$ cat src/rtl/cnn_axi_pkg.sv
// cnn_axi_pkg: AXI response/burst codes and FSM state shared by the CNN write slave.
package cnn_axi_pkg;
    localparam logic [1:0] RESP_OKAY   = 2'b00;
    localparam logic [1:0] RESP_SLVERR = 2'b10;
    localparam logic [1:0] RESP_DECERR = 2'b11;
    localparam logic [1:0] BURST_FIXED = 2'b00;
    localparam logic [1:0] BURST_INCR  = 2'b01;
    localparam logic [1:0] BURST_WRAP  = 2'b10;
    typedef enum logic [1:0] {IDLE, DATA, RESP} state_e;
    function automatic logic [1:0] resp_code(input logic dec, input logic slv);
        return dec ? RESP_DECERR : slv ? RESP_SLVERR : RESP_OKAY;
    endfunction
endpackage

$ cat src/rtl/cnn_wr_addr_gen.sv
// cnn_wr_addr_gen: per-beat address register, beat counter and last-beat compare.
module cnn_wr_addr_gen (
    input  logic        clk,
    input  logic        rst,
    input  logic        load_i,
    input  logic        inc_i,
    input  logic        beat_i,
    input  logic [31:0] addr_i,
    input  logic [7:0]  len_i,
    output logic [31:0] addr_o,
    output logic        last_o
);
    logic [31:0] addr_q;
    logic [7:0]  cnt_q, len_q;
    always_ff @(posedge clk or posedge rst) begin
        if (rst) begin
            addr_q <= '0;
            cnt_q  <= '0;
            len_q  <= '0;
        end else if (load_i) begin
            addr_q <= addr_i;
            cnt_q  <= '0;
            len_q  <= len_i;
        end else if (beat_i) begin
            addr_q <= addr_q + (inc_i ? 32'd4 : 32'd0);
            cnt_q  <= cnt_q + 8'd1;
        end
    end
    assign addr_o = addr_q;
    assign last_o = cnt_q == len_q;
endmodule

$ cat src/rtl/cnn_axi_wr_slave.sv
// cnn_axi_wr_slave: AXI4 write slave forwarding single beats to the CNN controller.
// Define CNN_WSTRB_FILTER_EN to drop (and SLVERR) beats with wstrb[1:0] != 2'b11.
module cnn_axi_wr_slave
    import cnn_axi_pkg::*;
#(
    parameter int          ID_W    = 8,
    parameter logic [31:0] ADDR_LO = 32'hD000_0000,
    parameter logic [31:0] ADDR_HI = 32'hDFFF_FFFF
) (
    input  logic            clk,
    input  logic            rst,
    input  logic [ID_W-1:0] awid,
    input  logic [31:0]     awaddr,
    input  logic [7:0]      awlen,
    input  logic [2:0]      awsize,
    input  logic [1:0]      awburst,
    input  logic            awvalid,
    output logic            awready,
    input  logic [31:0]     wdata,
    input  logic [3:0]      wstrb,
    input  logic            wlast,
    input  logic            wvalid,
    output logic            wready,
    output logic [ID_W-1:0] bid,
    output logic [1:0]      bresp,
    output logic            bvalid,
    input  logic            bready,
    output logic [31:0]     out_awaddr,
    output logic            out_awvalid,
    output logic [31:0]     out_wdata,
    output logic            out_wvalid
);
    state_e          state_q;
    logic [ID_W-1:0] id_q;
    logic [1:0]      burst_q, bresp_q;
    logic            dec_q, slv_q, awready_q, wready_q, bvalid_q, out_v_q;
    logic [31:0]     out_addr_q, out_data_q, beat_addr;
    logic            last, beat, load, burst_ok, in_range, strb_ok, fwd, dec_d, slv_d;
    logic            unused_in;
    assign unused_in = ^{awsize, wstrb};
`ifdef CNN_WSTRB_FILTER_EN
    assign strb_ok = wstrb[1:0] == 2'b11;
`else
    assign strb_ok = 1'b1;
`endif
    assign load     = state_q == IDLE && awvalid;
    assign beat     = wready_q && wvalid;
    assign burst_ok = burst_q == BURST_FIXED || burst_q == BURST_INCR;
    assign in_range = beat_addr >= ADDR_LO && beat_addr <= ADDR_HI;
    assign fwd      = beat && burst_ok && in_range && strb_ok;
    assign dec_d    = dec_q | (beat && !in_range);
    assign slv_d    = slv_q | (beat && (!burst_ok || wlast != last || !strb_ok));
    cnn_wr_addr_gen u_addr_gen (
        .clk    (clk),
        .rst    (rst),
        .load_i (load),
        .inc_i  (burst_q == BURST_INCR),
        .beat_i (beat),
        .addr_i (awaddr),
        .len_i  (awlen),
        .addr_o (beat_addr),
        .last_o (last)
    );
    always_ff @(posedge clk or posedge rst) begin
        if (rst) begin
            state_q    <= IDLE;
            id_q       <= '0;
            burst_q    <= '0;
            bresp_q    <= '0;
            dec_q      <= 1'b0;
            slv_q      <= 1'b0;
            awready_q  <= 1'b1;
            wready_q   <= 1'b0;
            bvalid_q   <= 1'b0;
            out_v_q    <= 1'b0;
            out_addr_q <= '0;
            out_data_q <= '0;
        end else begin
            out_v_q    <= fwd;
            out_addr_q <= fwd ? beat_addr : '0;
            out_data_q <= fwd ? wdata : '0;
            case (state_q)
                IDLE: if (awvalid) begin
                    id_q      <= awid;
                    burst_q   <= awburst;
                    awready_q <= 1'b0;
                    wready_q  <= 1'b1;
                    state_q   <= DATA;
                end
                DATA: begin
                    dec_q <= dec_d;
                    slv_q <= slv_d;
                    if (beat && last) begin
                        wready_q <= 1'b0;
                        bvalid_q <= 1'b1;
                        bresp_q  <= resp_code(dec_d, slv_d);
                        state_q  <= RESP;
                    end
                end
                RESP: if (bready) begin
                    bvalid_q  <= 1'b0;
                    awready_q <= 1'b1;
                    dec_q     <= 1'b0;
                    slv_q     <= 1'b0;
                    state_q   <= IDLE;
                end
                default: state_q <= IDLE;
            endcase
        end
    end
    assign awready     = awready_q;
    assign wready      = wready_q;
    assign bid         = id_q;
    assign bresp       = bresp_q;
    assign bvalid      = bvalid_q;
    assign out_awvalid = out_v_q;
    assign out_wvalid  = out_v_q;
    assign out_awaddr  = out_addr_q;
    assign out_wdata   = out_data_q;
endmodule

$ cat config.mk
export PLATFORM = sky130hd
export DESIGN_NAME = cnn_axi_wr_slave
export DESIGN_NICKNAME = d
export VERILOG_FILES = /design/src/rtl/cnn_axi_pkg.sv /design/src/rtl/cnn_wr_addr_gen.sv /design/src/rtl/cnn_axi_wr_slave.sv
export SDC_FILE = /design/constraint.sdc
export NUM_CORES = 1
export LEC_CHECK = 0
export ABC_CLOCK_PERIOD_IN_PS = 6500
export CORE_UTILIZATION = 50
export CTS_CLUSTER_SIZE = 12
export DETAILED_ROUTE_END_ITERATION = 10
export PLACE_DENSITY = 0.95
export REMOVE_ABC_BUFFERS = 1
export SLEW_MARGIN = 10
export SYNTH_ARGS = -nofsm -noshare
export SYNTH_HDL_FRONTEND = slang
export SYNTH_SLANG_ARGS = --single-unit
$ cat constraint.sdc
create_clock -name clk -period 6.5 [get_ports clk]
set_input_delay 1.3 -clock clk [delete_from_list [all_inputs] [get_ports clk]]
set_output_delay 1.3 -clock clk [all_outputs]
set_load 0.02 [all_outputs]
Yosys cells after proc, flatten, opt, wreduce, memory -nomap -nowiden
Cells that the tools add are included.
- flip-flop bits (word level): 132
- bits of input ports: 95
- add/subtract/negate cells: 2
- $lt $le $gt $ge: 2
- equal/unequal tests: 8
- mux-type cells: 24
- bitwise logic cells: 2
- reductions and logical operators: 25
- operator list (operator ; count):
    32-bit 2-to-1 mux ; 4
    32-bit adder ; 1
    32-bit greater-or-equal comparator (second input constant) ; 1
    32-bit <= comparator (second input constant) ; 1
    8-bit 2-to-1 mux ; 2
    3-bit AND reduction ; 4
    2-bit 2-to-1 mux ; 5
    1-bit case mux with 2 select lines ; 5
    8-bit by 1-bit adder with 8-bit output (second input constant) ; 1
    8-bit == test ; 1
    1-bit logical AND ; 8
    2-bit nonzero test ; 4
    1-bit 2-to-1 mux ; 6
    2-bit != test (second input constant) ; 3
    2-bit case mux with 3 select lines ; 1
    2-bit AND reduction ; 3
    2-bit by 1-bit == test with 1-bit output (second input constant) ; 2
    2-bit zero test ; 2
    3-bit 2-to-1 mux ; 1
    2-bit == test (second input constant) ; 1
    1-bit zero test ; 2
    1-bit logical OR ; 2
    1-bit bitwise OR ; 2
    1-bit != test ; 1

Logic depth before layout (Yosys ltp)
Gate-level depths: netlist of run 1.
- word-level depth: 8
- depth in mapped cells: 9

By module
From an unflattened synthesis of run 1, not the netlist that was laid out.
- cell total of the unflattened synthesis: 481
- area total of the unflattened synthesis: 5544.1 µm²
- modules (own cells, without submodules) (module ; times used ; cells an instance ; area an instance (µm²) ; seq. area each (µm²)):
    cnn_axi_wr_slave ; 1 ; 204 ; 2906.5 ; 2103.3
    cnn_wr_addr_gen ; 1 ; 277 ; 2637.5 ; 1201.2

Worst setup path after synthesis of run 1
No wires, ideal clock.
- path type: input to register
- start point: in wvalid
- end point: reg bresp_q[1] (netlist: bresp[1])
- setup time: 0.125 ns
- data arrival time: 2.287 ns
- slack: 4.088 ns
- cell stages on the path: 5
- buffers on the path: 1
- path through: nand2_1 nor3b_1 and2_0 buf_2 mux2_2
- word-level cells in the longest chain between the ends: 5
- elaborated cells on any way between the ends: 9
- ends and longest elaborated chain (item ; RTL line ; source):
    start: declaration ; cnn_axi_wr_slave.sv:22 ; input logic wvalid,
    1-bit logical AND (*) ; cnn_axi_wr_slave.sv:47 ; assign beat = wready_q && wvalid;
    1-bit logical AND ; cnn_axi_wr_slave.sv:52 ; assign slv_d = slv_q | (beat && (!burst_ok || wlast != last || !strb_ok));
    1-bit bitwise OR ; cnn_axi_wr_slave.sv:52 ;
    2-bit 2-to-1 mux (2 in series) ; cnn_axi_pkg.sv:11 ; return dec ? RESP_DECERR : slv ? RESP_SLVERR : RESP_OKAY;
    end signal: assignment ; cnn_axi_wr_slave.sv:96 ; bresp_q <= resp_code(dec_d, slv_d);
    end: declaration ; cnn_axi_wr_slave.sv:35 ; logic [1:0] burst_q, bresp_q;
Mark *: on every way between the ends. The rest lies on a longest branch, timed or not.
A chain may end at the register's enable or synchronous reset.

Worst setup path after layout of run 1
Ends and elaborated chain as after synthesis.

==> results of run 1 <==
-- worst paths after layout --
kind	to	cells after the start	from	slack, ns
min	awready$_DFFE_PP1P_	2	awready$_DFFE_PP1P_	0.47
max reg2reg	u_addr_gen.addr_o[14]$_DFFE_PP0P_	8	burst_q[1]$_DFFE_PP0P_	4.14
min reg2reg	awready$_DFFE_PP1P_	2	awready$_DFFE_PP1P_	0.47
min in group asynchronous	out_wdata[9]$_DFF_PP0_	2	rst	1.44
max in group asynchronous	out_awaddr[9]$_DFF_PP0_	3	rst	3.89
max	bresp[1]$_DFFE_PP0P_	5	wvalid	3.48
-- registers in the layout (all words and copies together) (netlist names) --
register	count
awready	1
bid	8
bresp	2
burst_q	2
bvalid	1
dec_q	1
out_awaddr	32
out_awvalid	1
out_wdata	32
slv_q	1
state_q	2
u_addr_gen.addr_o	32
u_addr_gen.cnt_q	8
u_addr_gen.len_q	8
wready	1
-- area by class of cell --
cell class | instances | area [um^2]
multi-input cells | 351 | 2022
clock inverters | 12 | 176.4
clock buffers | 20 | 455.4
repair buffers | 169 | 1684
well taps | 136 | 170.2
inverters | 6 | 25.02
fillers | 609 | 2625
flip-flops and latches | 132 | 3304
-- per-stage QoR --
stage	power, mW	setup slack (ns)	std cells
2_1_floorplan	1.553	1.676	489
3_3_place_gp	1.792	3.059	794
3_5_place_dp	1.845	2.926	794
4_1_cts	2.891	3.468	826
5_1_grt	3.010	3.339	826
6_report	2.886	3.479	826
-- cells by family (layout without fill, tap and decap cells) --
kind of cell,count (synthesis),after routing
AND/OR/NAND/NOR,262,262
flip-flops,132,132
XOR/XNOR,43,43
AO/OA/AOI/OAI,40,40
buffers and inverters,32,207
adder cells (fa/ha/maj),3,3
multiplexers,2,2
other,1,1
-- layer usage --
layer	part of all wire, %	track usage, %
met1	37	33.39
met5	0	0
met4	3.6	13.69
met2	51	51.86
met3	7.8	7.480
-- synth_stat cells, types with 2 or more instances --
cell      count  area share [%]
o21ai_0      17             1.6
nor4_1        4            0.46
nand4_2       3            0.69
buf_1         3            0.21
a21oi_1       9            0.83
and2_1       61             7.0
xnor2_1      15             2.4
o21ai_1       8            0.73
nor3b_1       2            0.28
nor3_1        4            0.37
buf_2         4            0.37
nand3_1      17             1.6
nor2b_1       2            0.23
nor4_4        2            0.78
xor2_1       28             4.5
ha_1          3            0.69
or2_2         2            0.23
clkbuf_1     17             1.2
inv_1         6            0.41
and3_1        5            0.57
a31oi_1       2            0.23
nand2_1     108             7.4
nand4b_1      2            0.32
nand4_1      14             1.6
dfrtp_1     131              60
and4_1        2            0.32
nor2_1       28             1.9
-- power by group through the flow --
stage | Combinational, mW | Sequential, mW | Clock, mW
finish | 0.647 | 1.22 | 1.02
global route | 0.705 | 1.25 | 1.06
CTS | 0.650 | 1.22 | 1.02
detailed placement | 0.626 | 1.22 | 0
global placement | 0.590 | 1.20 | 0
floorplan | 0.323 | 1.23 | 0
-- critical path: stages --
cell             delay, ns
clkdlybuf4s50_1       0.54
nand2_1               0.34
nor3b_1               0.51
and2_0                0.35
mux2_2                0.38
==> flow_summary.json, run 1 <==
{
  "initial_core_util_pct": 52.09,
  "fin_area_mm2": 0.007838,
  "dpl_cell_area_mm2": 0.007206,
  "place_congestion": 0.9016,
  "track_usage_pct": 29.45,
  "grt_pass1_wl_um": 24900,
  "critPathCaptureType": "flop",
  "tns_ns": 0,
  "switching_power_mw": 0.9256,
  "setup_viol": 0,
  "cp_max_fo": 12,
  "p_int_mw": 1.960,
  "clk_latency_ns": 0.52,
  "synth_adder_area_share_pct": 0.6887,
  "syn_avg_cell_area_um2": 10.58,
  "nets": 775,
  "synth-simple-area-share_pct": 24.91,
  "route.detailed.drc": 0,
  "drtIter0Drc": 346,
  "slew_viol_final": 0,
  "ys_seq_area_share_pct": 60.63,
  "fin_skew_ns": 0.006196,
  "status": "finished, final reports clean",
  "drv_cap": 0,
  "synth_top_family_by_area": "simple AND/OR/NAND/NOR gates",
  "clock_power_share_pct": 35.2,
  "antennaDiodeCount": 0,
  "pin_count": 174,
  "worst_pin_slew_ns": 1.087,
  "coreArea_mm2": 0.01046,
  "hold_viol": 0,
  "rows": 37,
  "postCtsSetupBuffers": 0,
  "rsz0062_at_grt": "false",
  "final_layout_size_suffix_gt1_share_pct": 7.246,
  "ys_async_sr_fraction_pct": 100.0,
  "ys_ff_latch": 132,
  "whs_ns": 0.4650,
  "port-buffer-count": 166,
  "drtPass1Iterations": 5,
  "wl_um": 15820,
  "dr_total_vias": 4552,
  "ir_drop_uv": 200.3,
  "via_per_inst": 5.511,
  "fin_crit_sh_pct": 46.48,
  "grt_max_degree": 92,
  "synth_compound_area_share_pct": 3.903,
  "postCtsResizedCells": 0,
  "min_period_ns": 3.021,
  "path_class": "in -> reg",
  "arrival_ns": 3.43,
  "antenna_found_initial": 0,
  "clk_pin_slew_ns": 0.06,
  "p_leak_nw": 3.494,
  "critPathLaunchType": "input port",
  "clock_path_buffers": 2,
  "pwr-share-comb_pct": 22.4,
  "dpl.hpwl_um": 9618,
  "wire_per_inst_um": 19.15,
  "numClockSinks": 132,
  "muxShareOfSynthArea_pct": 0.3903,
  "swShare_pct": 32.08,
  "hold_class": "reg -> reg",
  "final_cell_mix": "clkdlybuf4s50_1 (166), dfrtp_1 (131), nand2_1 (108), and2_1 (61), xor2_1 (28)",
  "timing.slew.headroom_pct": 27.54,
  "powerDensity_mw_per_mm2": 368.2,
  "die_area_mm2": 0.01132,
  "cp.required_ns": 6.90,
  "ys_types": 43,
  "syn_inst": 515,
  "finish.utilization_pct": 74.91,
  "area_delta_synth_final_pct": 43.80,
  "layout_commonest_cell": "clkdlybuf4s50_1",
  "p_seq_share_pct": 42.4,
  "synthFlopType": "dfrtp_1",
  "yosysWarnings": 0,
  "grt_remaining_overflow": 0,
  "cts_tree": "yes",
  "synth_edf_count": 0,
  "ctsHoldBuffers": 0,
  "cts_root_buffer": "clkbuf_8",
  "synthesis.area_mm2": 0.005450,
  "grt_pass1_vias": 4724,
  "cts.htree.levels": 4,
  "clock.fmax_mhz": 331.0,
  "die_x_um": 106.4,
  "ant_nets": 0,
  "synth-xor-area-share_pct": 6.910,
  "cts_inserted_buffers": 17,
  "fp.dieH_um": 106.4
}
Note: power is estimated with default switching activity, not from simulation.
==> run 2: changes to the inputs <==
--- a/config.mk
+++ b/config.mk
@@ -5,11 +5,11 @@
 export SDC_FILE = /design/constraint.sdc
 export NUM_CORES = 1
 export LEC_CHECK = 0
-export ABC_CLOCK_PERIOD_IN_PS = 6500
-export CORE_UTILIZATION = 50
+export ABC_CLOCK_PERIOD_IN_PS = 3200
+export CORE_UTILIZATION = 46
 export CTS_CLUSTER_SIZE = 12
 export DETAILED_ROUTE_END_ITERATION = 10
-export PLACE_DENSITY = 0.95
+export PLACE_DENSITY = 0.92
 export REMOVE_ABC_BUFFERS = 1
 export SLEW_MARGIN = 10
 export SYNTH_ARGS = -nofsm -noshare
==> constraint.sdc (replaced) <==
create_clock -name clk -period 3.2 [get_ports clk]
set_input_delay 0.64 -clock clk [delete_from_list [all_inputs] [get_ports clk]]
set_output_delay 0.64 -clock clk [all_outputs]
set_load 0.02 [all_outputs]
==> run 2 against run 1 <==
  * Worst hold slack gained 0.0037 ns
  * Global-route usage down 4.3 points
  * Register-to-register slack worse by 3.2 ns
  * Die area up 8.5%
  * Worst setup slack got worse by 2.6 ns
  * Clock skew increased by 0.0017 ns
  * Critical path depth increased by 3
  * Cell area rose by 1.5%
  * Clock power is 120% higher
  * Sequential share of layout area fell by 0.62 points
  * Critical endpoint is now u_addr_gen.addr_o[16]$_DFFE_PP0P_
  * Largest cell class unchanged
==> flow_summary.json, run 2 (synthesis gave the netlist of run 1 again) <==
{
  "numClockSinks": 132,
  "place_congestion": 0.8598,
  "postCtsSetupBuffers": 0,
  "worst_pin_slew_ns": 0.7266,
  "fp.dieH_um": 110.9,
  "path_class": "reg -> reg",
  "slew_viol_final": 0,
  "postCtsResizedCells": 0,
  "finish.utilization_pct": 69.36,
  "min_period_ns": 2.285,
  "worst_path_max_delay_cell": "dfrtp_1",
  "antenna_found_initial": 0,
  "clock_path_buffers": 2,
  "powerDensity_mw_per_mm2": 752.3,
  "grt_pass1_vias": 4690,
  "cts_tree": "yes",
  "seqCellArea_mm2": 0.003304,
  "rsz0062_at_grt": "false",
  "timing.slew.headroom_pct": 51.45,
  "dpl.hpwl_um": 9696,
  "multi_input_area_mm2": 0.002022,
  "final_cell_mix": "clkdlybuf4s50_1 (166), dfrtp_1 (131), nand2_1 (108), and2_1 (61), xor2_1 (28)",
  "wire_per_inst_um": 17.26,
  "critPathCaptureType": "flop",
  "dr_total_vias": 4366,
  "cts.htree.levels": 4,
  "cts_root_buffer": "clkbuf_16",
  "clk_pin_slew_ns": 0.06,
  "initial_core_util_pct": 47.53,
  "dp.cells": 805,
  "ctsHoldBuffers": 0,
  "wl_um": 14450,
  "drv_cap": 0,
  "grt_remaining_overflow": 0,
  "track_usage_pct": 25.18,
  "cp_max_fo": 9,
  "setup_viol": 0,
  "die_area_mm2": 0.01229,
  "arrival_ns": 2.56,
  "p_leak_nw": 3.538,
  "grt_pass1_wl_um": 23780,
  "cp.required_ns": 3.48,
  "crit_top_cell": "ha_1",
  "grt_max_degree": 60,
  "layout_commonest_cell": "clkdlybuf4s50_1",
  "rows": 39,
  "die_x_um": 110.9,
  "clock.fmax_mhz": 437.6,
  "final_layout_size_suffix_gt1_share_pct": 7.637,
  "hold_viol": 0,
  "cts_inserted_buffers": 17,
  "finalNonFillerCells": 837,
  "nets": 779,
  "drtPass1Iterations": 4,
  "ir_drop_uv": 390.0,
  "area_delta_synth_final_pct": 45.94,
  "critPathLaunchType": "flop",
  "drtIter0Drc": 290,
  "slowest_delay_ns": 0.50,
  "path_cells": "nor2b_1, ha_1, ha_1, and4_1, nand4_1, nor2_1, xnor2_1, o21ai_0",
  "port-buffer-count": 166,
  "clk_latency_ns": 0.41,
  "fin_crit_sh_pct": 71.41,
  "fill_cells": 776,
  "pin_count": 174,
  "antennaDiodeCount": 0,
  "coreArea_mm2": 0.01147,
  "fin_skew_ns": 0.007925,
  "ant_nets": 0,
  "route.detailed.drc": 0,
  "hold_class": "reg -> reg",
  "whs_ns": 0.4688,
  "status": "finished, final reports clean",
  "via_per_inst": 5.216
}
==> run 2: cell types whose count changed in the layout (fill, tap and decap cells not counted) <==
cell,before,now
buf_12,0,2
inv_6,1,2
clkinvlp_4,2,3
inv_4,1,0
clkbuf_1,0,1
clkbuf_8,4,2
buf_4,3,5
clkinv_4,2,1
bufinv_16,4,6
clkinv_2,3,1
clkbuf_16,16,17
==> run 2: critical path, delay by kind of cell, from the launching register on <==
kind	cells	cell delay [ns]
and+or+nand+nor	4	0.92
xor gates and xnor gates	1	0.13
DFF	1	0.50
AOI/OAI and AO/OA	1	0.09
adders and majority gates	2	0.51
==> run 2: final cells by class <==
type                       count  share of cell area (%)
timing repair buffer         173                   21.87
sequential                   132                   41.54
multi-input combinational    351                   25.42
clock inverter                12                   2.832
clock buffer                  20                   5.742
tap                          143                   2.249
inverter                       6                  0.3461
==> run 2: final timing paths <==
kind	end	start	slack (ns)	cells after the start
worst max-delay path	u_addr_gen.addr_o[16]$_DFFE_PP0P_	burst_q[1]$_DFFE_PP0P_	0.91	8
max in group asynchronous	u_addr_gen.addr_o[2]$_DFFE_PP0P_	rst	1.84	3
worst max register to register	u_addr_gen.addr_o[16]$_DFFE_PP0P_	burst_q[1]$_DFFE_PP0P_	0.91	8
min in group asynchronous	out_wdata[13]$_DFF_PP0_	rst	0.66	2
worst min-delay path	awready$_DFFE_PP1P_	awready$_DFFE_PP1P_	0.47	2
worst min register to register	awready$_DFFE_PP1P_	awready$_DFFE_PP1P_	0.47	2
==> run 2: per-stage QoR <==
step / area, um^2 / setup TNS [ns] / power [mW] / worst slack (ns)
after floorplan: 5336 / -129.24 / 3.154 / -0.9644
after global placement: 7272 / 0 / 3.659 / 0.7713
after detailed placement: 7272 / 0 / 3.755 / 0.6852
after CTS: 7954 / 0 / 6.014 / 0.9177
after global routing: 7954 / 0 / 6.291 / 0.7484
final: 7954 / 0 / 5.983 / 0.9150
==> run 2: per-layer routing <==
| metal | global-route usage [%] | share of wire [%] |
|---|---|---|
| met2 | 44.68 | 53 |
| met4 | 10.84 | 2.5 |
| met1 | 27.91 | 38 |
| met3 | 7.490 | 6.8 |
| met5 | 0 | 0 |
==> run 2: power breakdown <==
part	switching [mW]	internal, mW
sequential	0.418	2.05
clock	0.723	1.51
combinational	0.669	0.617
total	1.81	4.17
==> run 3: changes to the inputs <==
--- a/config.mk
+++ b/config.mk
@@ -5,11 +5,11 @@
 export SDC_FILE = /design/constraint.sdc
 export NUM_CORES = 1
 export LEC_CHECK = 0
-export ABC_CLOCK_PERIOD_IN_PS = 3200
-export CORE_UTILIZATION = 46
+export ABC_CLOCK_PERIOD_IN_PS = 1960
+export CORE_UTILIZATION = 42
 export CTS_CLUSTER_SIZE = 12
 export DETAILED_ROUTE_END_ITERATION = 10
-export PLACE_DENSITY = 0.92
+export PLACE_DENSITY = 0.89
 export REMOVE_ABC_BUFFERS = 1
 export SLEW_MARGIN = 10
 export SYNTH_ARGS = -nofsm -noshare
==> constraint.sdc (replaced) <==
create_clock -name clk -period 1.96 [get_ports clk]
set_input_delay 0.392 -clock clk [delete_from_list [all_inputs] [get_ports clk]]
set_output_delay 0.392 -clock clk [all_outputs]
set_load 0.02 [all_outputs]
==> run 3 against run 2 <==
  * Cell area rose by 0.60%
  * Utilization fell by 6.0 points
  * Maximum frequency rose by 23%
  * Cell count rose by 5.1%
  * Worst hold slack got worse by 0.17 ns
  * Register-to-register slack got worse by 0.81 ns
  * Clock power rose by 23%
  * Clock-buffer cell count rose by 5
  * First-iteration DRC count fell by 34%
  * Sequential share of layout area fell by 0.25 points
  * Via count fell by 2.9%
  * Non-clock buffer count rose by 16
  * Largest cell class unchanged
  * Highest routed layer unchanged
==> flow_summary.json, run 3 (synthesis gave the netlist of run 1 again) <==
{
  "clk_latency_ns": 0.41,
  "fin_skew_ns": 0.01132,
  "clk_pin_slew_ns": 0.06,
  "worst_path_max_delay_cell": "dfrtp_1",
  "drtIter0Drc": 191,
  "pwr-share-comb_pct": 24.4,
  "area_delta_synth_final_pct": 46.81,
  "status": "finished, final reports clean",
  "pin_count": 174,
  "drtPass1Iterations": 4,
  "powerDensity_mw_per_mm2": 1113,
  "fin_crit_sh_pct": 94.85,
  "ctsHoldBuffers": 0,
  "timing.slew.headroom_pct": 56.87,
  "hold_viol": 0,
  "worst_pin_slew_ns": 0.6469,
  "nets": 795,
  "cts_inserted_buffers": 17,
  "cts_tree": "yes",
  "switching_power_mw": 2.797,
  "min_period_ns": 1.859,
  "p_int_mw": 6.110,
  "initial_core_util_pct": 43.19,
  "cp_max_fo": 3,
  "slowest_delay_ns": 0.38,
  "place_congestion": 0.8632,
  "critPathCaptureType": "flop",
  "cts.htree.levels": 4,
  "via_per_inst": 4.816,
  "clock.fmax_mhz": 537.9,
  "grt_pass1_vias": 4264,
  "ant_nets": 0,
  "track_usage_pct": 20.41,
  "final_layout_size_suffix_gt1_share_pct": 9.322,
  "setup_viol": 0,
  "slew_viol_final": 0,
  "antenna_found_initial": 0,
  "clock_power_share_pct": 30.9,
  "critPathLaunchType": "flop",
  "arrival_ns": 2.19,
  "port-buffer-count": 166,
  "rows": 41,
  "grt_max_degree": 58,
  "path_cells": "nor2b_1, ha_2, ha_4, and4_4, nand4_1, buf_4, xor2_1, o21ai_0",
  "rsz0062_at_grt": "false",
  "dpl.hpwl_um": 9337,
  "final_cell_mix": "clkdlybuf4s50_1 (164), dfrtp_1 (131), nand2_1 (108), and2_1 (61), xor2_1 (28)",
  "ir_drop_uv": 642.0,
  "layout_setup_ws_ns": 0.1010,
  "antennaDiodeCount": 0,
  "dr_total_vias": 4238,
  "dp_worst_setup_slack_ns": -0.1526,
  "multi_input_area_mm2": 0.002039,
  "layout_commonest_cell": "clkdlybuf4s50_1",
  "drv_cap": 0,
  "clock_path_buffers": 2,
  "hold_class": "in -> async",
  "die_area_mm2": 0.01344,
  "swShare_pct": 31.40,
  "grt_pass1_wl_um": 20730,
  "fill_cells": 991,
  "die_x_um": 115.9,
  "path_class": "reg -> reg",
  "numClockSinks": 132,
  "cts_root_buffer": "clkbuf_16",
  "wire_per_inst_um": 14.74,
  "fp.dieH_um": 115.9,
  "p_seq_share_pct": 44.7,
  "finish.utilization_pct": 63.40,
  "cp.required_ns": 2.29,
  "route.detailed.drc": 0,
  "seqCellArea_mm2": 0.003304,
  "wl_um": 12970,
  "p_leak_nw": 3.579,
  "grt_remaining_overflow": 0,
  "coreArea_mm2": 0.01262
}
==> run 3: cell count changes in the layout (fill, tap and decap cells not counted), moves of 2 or more <==
| cell | delta |
|---|---|
| buf_4 | +13 |
| bufinv_16 | -6 |
| clkbuf_1 | +4 |
| buf_12 | +3 |
| clkinv_2 | +3 |
| clkdlybuf4s50_1 | -2 |
| clkinvlp_4 | -2 |
| dlymetal6s2s_1 | +2 |
| ha_1 | -2 |
==> run 3: worst paths after layout <==
kind,from,to,slack (ns),cells after the start
setup / recovery,burst_q[1]$_DFFE_PP0P_,u_addr_gen.addr_o[12]$_DFFE_PP0P_,0.10,8
setup reg to reg,burst_q[1]$_DFFE_PP0P_,u_addr_gen.addr_o[12]$_DFFE_PP0P_,0.10,8
max in group asynchronous,rst,out_wdata[27]$_DFF_PP0_,1.13,3
hold reg to reg,awready$_DFFE_PP1P_,awready$_DFFE_PP1P_,0.48,2
hold / removal,rst,out_wdata[19]$_DFF_PP0_,0.30,2
min in group clk,awready$_DFFE_PP1P_,awready$_DFFE_PP1P_,0.48,2
==> run 3: what timing repair did <==
| item | in CTS | in global routing |
|---|---|---|
| setup endpoints to repair | 0 | 4 |
| resized for setup | 0 | 7 |
| buffers inserted | 0 | 1 |
==> run 3: power groups by stage <==
| stage | clock network, mW | registers, mW | logic [mW] |
|---|---|---|---|
| 6_report | 2.75 | 3.98 | 2.17 |
| 3_3_place_gp | 0 | 3.96 | 2.09 |
| 4_1_cts | 2.82 | 3.97 | 2.19 |
| 5_1_grt | 2.94 | 4.07 | 2.42 |
| 3_5_place_dp | 0 | 4.01 | 2.17 |
| 2_1_floorplan | 0 | 4.08 | 1.07 |
==> run 3: worst max-delay path: cells and delay by family (launching register included) <==
| family | cells | cell delay (ns) |
|---|---|---|
| adders and majority gates | 2 | 0.37 |
| AOI/OAI and AO/OA | 1 | 0.15 |
| and+or+nand+nor | 3 | 0.55 |
| xor gates and xnor gates | 1 | 0.13 |
| DFF | 1 | 0.38 |
| buffers and inverters | 1 | 0.20 |
==> run 3: area by class of cell <==
cell class | instances | area share (%)
Clock buffer | 25 | 6.067
Timing Repair Buffer | 189 | 23.77
Multi-Input combinational cell | 351 | 25.49
Sequential cell | 132 | 41.30
Inverter | 6 | 0.3440
Tap cell | 172 | 2.690
Clock inverter | 5 | 0.3440
==> run 3: layer usage <==
| layer | track usage, % | routed length, um | up-vias | part of all wire, % |
|---|---|---|---|---|
| li1 | - | - | 2037 | - |
| met2 | 36.11 | 6709 | 151 | 52 |
| met5 | 0 | 0 | - | 0 |
| met1 | 22.57 | 5053 | 2027 | 39 |
| met3 | 6.224 | 942 | 23 | 7.3 |
| met4 | 9.060 | 263 | 0 | 2.0 |
==> run 3: per-stage QoR <==
step | setup TNS (ns) | instance area [um^2] | cells | hold slack (ns) | total power [mW]
floorplan | -383.73 | 5336 | 489 | 0.4374 | 5.149
CTS | 0 | 7971 | 879 | 0.2874 | 8.985
finish | 0 | 8001 | 880 | 0.3004 | 8.907
global placement | -3.938 | 7458 | 849 | 0.4529 | 6.050
global route | 0 | 8001 | 880 | 0.3141 | 9.435
detailed placement | -4.955 | 7458 | 849 | 0.4657 | 6.183
